File: src/rtl/relu_node_backprop_if.sv
// Handshake bundle for the ReLU backprop node: upstream gradient/pre-activation
// in, per-input gradient beats out.
interface relu_node_backprop_if #(
  parameter int WIDTH = 16
) ();
  logic                    in_valid;
  logic                    in_ready;
  logic signed [WIDTH-1:0] grad_in;
  logic signed [WIDTH-1:0] pre_act;
  logic                    out_valid;
  logic                    out_ready;
  logic signed [WIDTH-1:0] grad_out;
  logic        [5:0]       grad_idx;
  logic                    grad_last;
  logic signed [WIDTH-1:0] bias_grad;

  modport master (
    output in_valid, grad_in, pre_act, out_ready,
    input  in_ready, out_valid, grad_out, grad_idx, grad_last, bias_grad
  );

  modport slave (
    input  in_valid, grad_in, pre_act, out_ready,
    output in_ready, out_valid, grad_out, grad_idx, grad_last, bias_grad
  );
endinterface

File: src/rtl/relu_node_backprop.sv
// Backward pass of the 15-input ReLU node: masks dL/dN by the ReLU derivative
// and serially emits dL/dA_i = W_i * masked_grad, one beat per handshake.
module relu_node_backprop #(
  parameter int                    N_IN    = 15,
  parameter int                    WIDTH   = 16,
  parameter logic [N_IN*WIDTH-1:0] WEIGHTS = {
    16'sd14, 16'sd6, 16'sd8, 16'sd0, -16'sd6, -16'sd19, -16'sd13, 16'sd8,
    -16'sd1, 16'sd14, 16'sd0, -16'sd4, 16'sd8, -16'sd18, 16'sd15
  }
) (
  input  logic                clk,
  input  logic                reset,
  relu_node_backprop_if.slave bus
);

  typedef enum logic [0:0] {IDLE, EMIT} state_t;

  localparam logic [5:0] LAST_IDX = 6'(N_IN - 1);

  state_t                  state_q,     state_d;
  logic                    in_ready_q,  in_ready_d;
  logic                    out_valid_q, out_valid_d;
  logic signed [WIDTH-1:0] grad_out_q,  grad_out_d;
  logic        [5:0]       grad_idx_q,  grad_idx_d;
  logic                    grad_last_q, grad_last_d;
  logic signed [WIDTH-1:0] bias_grad_q, bias_grad_d;
  logic signed [WIDTH-1:0] mask_q,      mask_d;

  logic signed [WIDTH-1:0] mask_in;
  logic        [5:0]       idx_nxt;

  function automatic logic signed [WIDTH-1:0] weight_at(input logic [5:0] idx);
    return WEIGHTS[int'(idx)*WIDTH +: WIDTH];
  endfunction

  // The low WIDTH bits of a two's-complement product do not depend on the
  // upper half, so a WIDTH-wide multiply yields the wrapped full product.
  function automatic logic signed [WIDTH-1:0] mul_wrap(
    input logic signed [WIDTH-1:0] a,
    input logic signed [WIDTH-1:0] b
  );
    return a * b;
  endfunction

  // Sign bit clear (pre_act >= 0) passes the gradient, matching the forward pass.
  function automatic logic signed [WIDTH-1:0] relu_mask(
    input logic signed [WIDTH-1:0] pre,
    input logic signed [WIDTH-1:0] grad
  );
    return pre[WIDTH-1] ? '0 : grad;
  endfunction

  always_comb begin
    state_d     = state_q;
    in_ready_d  = in_ready_q;
    out_valid_d = out_valid_q;
    grad_out_d  = grad_out_q;
    grad_idx_d  = grad_idx_q;
    grad_last_d = grad_last_q;
    bias_grad_d = bias_grad_q;
    mask_d      = mask_q;
    mask_in     = relu_mask(bus.pre_act, bus.grad_in);
    idx_nxt     = grad_idx_q + 6'd1;

    case (state_q)
      IDLE: begin
        in_ready_d  = 1'b1;
        out_valid_d = 1'b0;
        if (in_ready_q && bus.in_valid) begin
          mask_d      = mask_in;
          bias_grad_d = mask_in;
          grad_idx_d  = '0;
          grad_last_d = 1'b0;
          grad_out_d  = mul_wrap(weight_at(6'd0), mask_in);
          out_valid_d = 1'b1;
          in_ready_d  = 1'b0;
          state_d     = EMIT;
        end
      end
      EMIT: begin
        if (out_valid_q && bus.out_ready) begin
          if (grad_idx_q == LAST_IDX) begin
            out_valid_d = 1'b0;
            grad_last_d = 1'b0;
            in_ready_d  = 1'b1;
            state_d     = IDLE;
          end else begin
            grad_idx_d  = idx_nxt;
            grad_out_d  = mul_wrap(weight_at(idx_nxt), mask_q);
            grad_last_d = (idx_nxt == LAST_IDX);
          end
        end
      end
      default: state_d = IDLE;
    endcase
  end

  always_ff @(posedge clk or negedge reset) begin
    if (!reset) begin
      state_q     <= IDLE;
      in_ready_q  <= 1'b0;
      out_valid_q <= 1'b0;
      grad_out_q  <= '0;
      grad_idx_q  <= '0;
      grad_last_q <= 1'b0;
      bias_grad_q <= '0;
      mask_q      <= '0;
    end else begin
      state_q     <= state_d;
      in_ready_q  <= in_ready_d;
      out_valid_q <= out_valid_d;
      grad_out_q  <= grad_out_d;
      grad_idx_q  <= grad_idx_d;
      grad_last_q <= grad_last_d;
      bias_grad_q <= bias_grad_d;
      mask_q      <= mask_d;
    end
  end

  assign bus.in_ready  = in_ready_q;
  assign bus.out_valid = out_valid_q;
  assign bus.grad_out  = grad_out_q;
  assign bus.grad_idx  = grad_idx_q;
  assign bus.grad_last = grad_last_q;
  assign bus.bias_grad = bias_grad_q;

endmodule

File: src/flat_wrapper.sv
// flat-port wrapper written by rule: the top's interface ports become plain ports
module relu_node_backprop_flat 
#(
  parameter int                    N_IN    = 15,
  parameter int                    WIDTH   = 16,
  parameter logic [N_IN*WIDTH-1:0] WEIGHTS = {
    16'sd14, 16'sd6, 16'sd8, 16'sd0, -16'sd6, -16'sd19, -16'sd13, 16'sd8,
    -16'sd1, 16'sd14, 16'sd0, -16'sd4, 16'sd8, -16'sd18, 16'sd15
  }
)
  (clk, reset, bus_in_valid, bus_grad_in, bus_pre_act, bus_out_ready, bus_in_ready, bus_out_valid, bus_grad_out, bus_grad_idx, bus_grad_last, bus_bias_grad);
  relu_node_backprop_if #(.WIDTH(WIDTH)) bus_i ();
  input  logic clk;
  input  logic reset;
  input wire logic [$bits(bus_i.in_valid)-1:0] bus_in_valid;
  input wire logic [$bits(bus_i.grad_in)-1:0] bus_grad_in;
  input wire logic [$bits(bus_i.pre_act)-1:0] bus_pre_act;
  input wire logic [$bits(bus_i.out_ready)-1:0] bus_out_ready;
  output wire logic [$bits(bus_i.in_ready)-1:0] bus_in_ready;
  output wire logic [$bits(bus_i.out_valid)-1:0] bus_out_valid;
  output wire logic [$bits(bus_i.grad_out)-1:0] bus_grad_out;
  output wire logic [$bits(bus_i.grad_idx)-1:0] bus_grad_idx;
  output wire logic [$bits(bus_i.grad_last)-1:0] bus_grad_last;
  output wire logic [$bits(bus_i.bias_grad)-1:0] bus_bias_grad;
  assign bus_i.in_valid = bus_in_valid;
  assign bus_i.grad_in = bus_grad_in;
  assign bus_i.pre_act = bus_pre_act;
  assign bus_i.out_ready = bus_out_ready;
  assign bus_in_ready = bus_i.in_ready;
  assign bus_out_valid = bus_i.out_valid;
  assign bus_grad_out = bus_i.grad_out;
  assign bus_grad_idx = bus_i.grad_idx;
  assign bus_grad_last = bus_i.grad_last;
  assign bus_bias_grad = bus_i.bias_grad;
  relu_node_backprop #(.N_IN(N_IN), .WIDTH(WIDTH), .WEIGHTS(WEIGHTS)) u_core (.clk(clk), .reset(reset), .bus(bus_i));
endmodule
File: config.mk
export PLATFORM = sky130hd
export DESIGN_NAME = relu_node_backprop_flat
export DESIGN_NICKNAME = d
export VERILOG_FILES = /design/src/rtl/relu_node_backprop_if.sv /design/src/rtl/relu_node_backprop.sv /design/src/flat_wrapper.sv
export SDC_FILE = /design/constraint.sdc
export NUM_CORES = 1
export LEC_CHECK = 0
export ABC_CLOCK_PERIOD_IN_PS = 12800
export CAP_MARGIN = 20
export CORE_UTILIZATION = 55
export CTS_CLUSTER_SIZE = 24
export DETAILED_ROUTE_END_ITERATION = 10
export PLACE_DENSITY = 0.8
export SYNTH_ARGS = -nofsm -noshare
export SYNTH_HDL_FRONTEND = slang
export SYNTH_SLANG_ARGS = --single-unit
export TNS_END_PERCENT = 100
File: constraint.sdc
create_clock -name clk -period 12.8 [get_ports clk]
set_clock_uncertainty 0.15 [all_clocks]
set_input_delay 2.56 -clock clk [delete_from_list [all_inputs] [get_ports clk]]
set_output_delay 2.56 -clock clk [all_outputs]
set_load 0.02 [all_outputs]
==> out/results.tsv <==
stage	metric	value	unit
clock_tree	cts_hold_buf	0	
setup_path	path_max_fanout	16	
clock_tree	cts_root_buf	clkbuf_16	
drt	met1_length	6747	um
place	hpwl	12390	um
sta	hold_violations	0	
synth	synth_area	0.007029	sq mm
run	drv_cap	0	
cells_and_area	fin_util	64.96	%
drt	dr.pass1.iters	5	
drt	drt_iter0_markers	353	
setup_path	rr_endpoint	u_core.bus.grad_out[12]$_DFFE_PN0P_	
drt	ant_nets	0	
setup_path	cp_slowest_stage_delay	0.62	ns
sta	setup_viol	0	
clock_tree	cts.reportedPaths.clkPinSlew	0.06	ns
floorplan	core	0.01221	sq mm
hold_path	worstHoldEndpoint	u_core.bus.grad_out[4]$_DFFE_PN0P_	
clock_tree	post_cts_resized	0	
synth	synthMuxAreaShare	1.566	%
cells_and_area	fin_area	0.007933	sq mm
drt	vias	5337	
synth	synth_cells	797	
sta	rsz0062_at_grt	no	
run_status	status	complete, no violations	
sta	min_period_over_period	64.70	%
drt	viasPerCell	5.269	
sta	relSlewSlack	39.92	%
hold_path	hold-path-cell-count	2	
synth	synth_xor_area_share	6.800	%
sta	fin_crit	8.282	ns
clock_tree	cts_inserted_buffers	5	
global_routing	grt_pass1_vias	5546	
synth	synthDistinctLibCells	51	
floorplan	die-area	0.01324	sq mm
synth	post_synth.cell_area_avg	8.820	sq um
place	dpl_cell_area	0.007766	sq mm
clock_tree	cts_setup_buffers	0	
setup_path	crit_path_end_kind	flip-flop	
sta	worstMarginPinSlew	0.9012	ns
clock_tree	insertion_delay	0.28	ns
setup_path	slowest_stage	a2111oi_0	
global_routing	grt_max_degree	43	
synth	synth_top_family_by_area	adder cells	
drt	top_layer	met4	
floorplan	num_rows	40	
synth	synthSimpleGateAreaFrac	15.43	%
cells_and_area	area_growth	12.85	%
synth	synthAdderAreaFrac	41.33	%
synth	yosys_warnings	0	
drt	route.met2.wl	7340	um
setup_path	cp_common_cell	inv_1	
global_routing	grt_antenna_before_repair	0	
synth	ys.flop_type	dfrtp_1	
cells_and_area	layout_common_cells	inv_1 (164), fa_1 (92), ha_1 (85), nand2_1 (67), clkdlybuf4s50_1 (60)	
setup_path	reg2reg_depth	26	
synth	synth_enable_flop_cells	0	
synth	syn_nets	1010	
cells_and_area	antenna_cells	0	
cells_and_area	final_nets	1057	
global_routing	grt_pass1_wl	26500	um
sta	clock.fmax	120.7	MHz
setup_path	r2r_start	u_core.bus.grad_idx[0]$_DFFE_PN0P_	
setup_path	startpoint_type	flip-flop	
drt	wl_per_cell	14.90	um
setup_path	worst_ep_required_time	12.81	ns
clock_tree	clock_path_buffers	2	
synth	async_flop_share	100.0	%
place	place.gp.congestion	0.8942	
hold_path	hold_path.class	flip-flop to flip-flop	
global_routing	gr-total-overflow	0	
clock_tree	cts_num_sinks	42	
sta	slew_viol_final	0	
drt	postRouteWirelength	15090	um
cells_and_area	layout_commonest_cell	inv_1	
place	io_buffer_count	61	
floorplan	dieHeight	115.1	um
setup_path	cp.arrival	8.29	ns
clock_tree	cts_tree	done	
synth	yosysSeqAreaShare	14.95	%
hold_path	min_from	u_core.bus.grad_out[4]$_DFFE_PN0P_	
floorplan	boundaryPins	77	
setup_path	path_class	flip-flop to flip-flop	
clock_tree	cts.htree.levels	2	
drt	drcViolationCount	0	
synth	synth-seq-cells	42	
sta	tns	0	ns
floorplan	initial_utilization	57.56	%
synth	synth-compound-area-share	9.612	%
cells_and_area	drive_above_1_share	3.077	%
drt	wl_met3	666	um
floorplan	dieWidth	115.1	um
setup_path	regToRegSetupSlack	4.52	ns
global_routing	grt_usage	25.63	%
## worst max-delay path by stage
stage,from,to,slack [ns],depth (start not counted)
after global routing,u_core.bus.grad_idx[0]$_DFFE_PN0P_,u_core.bus.grad_out[12]$_DFFE_PN0P_,3.94,26
after CTS,u_core.bus.grad_idx[0]$_DFFE_PN0P_,u_core.bus.grad_out[12]$_DFFE_PN0P_,4.58,26
after detailed placement,u_core.bus.grad_idx[0]$_DFFE_PN0P_,u_core.bus.grad_out[15]$_DFFE_PN0P_,4.72,25
after global placement,u_core.bus.grad_idx[0]$_DFFE_PN0P_,u_core.bus.grad_out[12]$_DFFE_PN0P_,4.77,26
after floorplan,u_core.bus.grad_idx[0]$_DFFE_PN0P_,u_core.bus.grad_out[15]$_DFFE_PN0P_,5.32,27
final,u_core.bus.grad_idx[0]$_DFFE_PN0P_,u_core.bus.grad_out[12]$_DFFE_PN0P_,4.52,26
## cells in the mapped netlist, types with 3 or more instances
| master | n | share of area [%] |
|---|---|---|
| inv_1 | 164 | 8.8 |
| fa_1 | 92 | 26 |
| ha_1 | 85 | 15 |
| nand2_1 | 67 | 3.6 |
| and2_1 | 54 | 4.8 |
| dfrtp_1 | 42 | 15 |
| o21ai_0 | 41 | 2.9 |
| xnor2_1 | 39 | 4.9 |
| nor2_1 | 36 | 1.9 |
| a21oi_1 | 31 | 2.2 |
| clkbuf_1 | 19 | 1.0 |
| nand2b_1 | 16 | 1.4 |
| nand3_1 | 16 | 1.1 |
| xor2_1 | 13 | 1.6 |
| nor2b_1 | 7 | 0.62 |
| nor3_1 | 7 | 0.50 |
| a21o_1 | 6 | 0.64 |
| o21a_1 | 6 | 0.64 |
| mux2i_1 | 5 | 0.71 |
| mux2_2 | 4 | 0.64 |
| a31oi_1 | 3 | 0.27 |
| buf_2 | 3 | 0.21 |
| nand3b_1 | 3 | 0.32 |
| o21bai_1 | 3 | 0.32 |
| o22ai_1 | 3 | 0.27 |
## final cells by class
| cell class | count | area, sq um |
|---|---|---|
| timing repair buffer | 65 | 635.6 |
| sequential | 42 | 1051 |
| multi-input combinational | 566 | 5254 |
| inverter | 164 | 615.6 |
| clock buffer | 8 | 166.4 |
| tap | 168 | 210.2 |
| fill | 1085 | 4279 |
## cell families (layout without fill, tap and decap cells)
family / after synthesis / after routing
AOI/OAI and AO/OA: 111 / 111
buffers and inverters: 189 / 237
muxes: 10 / 10
xor gates and xnor gates: 53 / 53
adders and majority gates: 177 / 177
and+or+nand+nor: 215 / 215
DFF: 42 / 42
## routing by layer
metal / vias to the layer above / track usage (%)
met2: 141 / 43.05
met4: 0 / 7.965
met1: 2581 / 35.63
met3: 23 / 1.898
met5: - / 0
li1: 2592 / -
## critical path: cells and delay by family, from the launching register on
kind / cells / cell delay [ns]
DFF: 1 / 0.61
buffers and inverters: 7 / 0.54
AOI/OAI and AO/OA: 5 / 1.61
xor gates and xnor gates: 1 / 0.24
adders and majority gates: 8 / 3.96
and+or+nand+nor: 5 / 1.02
## metrics by stage
stage	worst slack, ns	hold WS, ns	cells
2_1_floorplan	5.321	0.4400	797
3_3_place_gp	4.767	0.3179	1005
3_5_place_dp	4.715	0.3252	1005
4_1_cts	4.580	0.3383	1013
5_1_grt	3.937	0.3785	1013
6_report	4.518	0.3328	1013
## registers in the layout, indices dropped and copies added (netlist names)
name / cells
u_core.bus.grad_out: 16
u_core.bus.in_ready: 1
u_core.bus.grad_idx: 6
u_core.state_q: 1
u_core.bus.out_valid: 1
u_core.bus.grad_last: 1
u_core.bus.bias_grad: 16
Power is left out: the tool's default activity adds up to more than one toggle a clock period on the data nets, which glitch-free logic cannot reach.
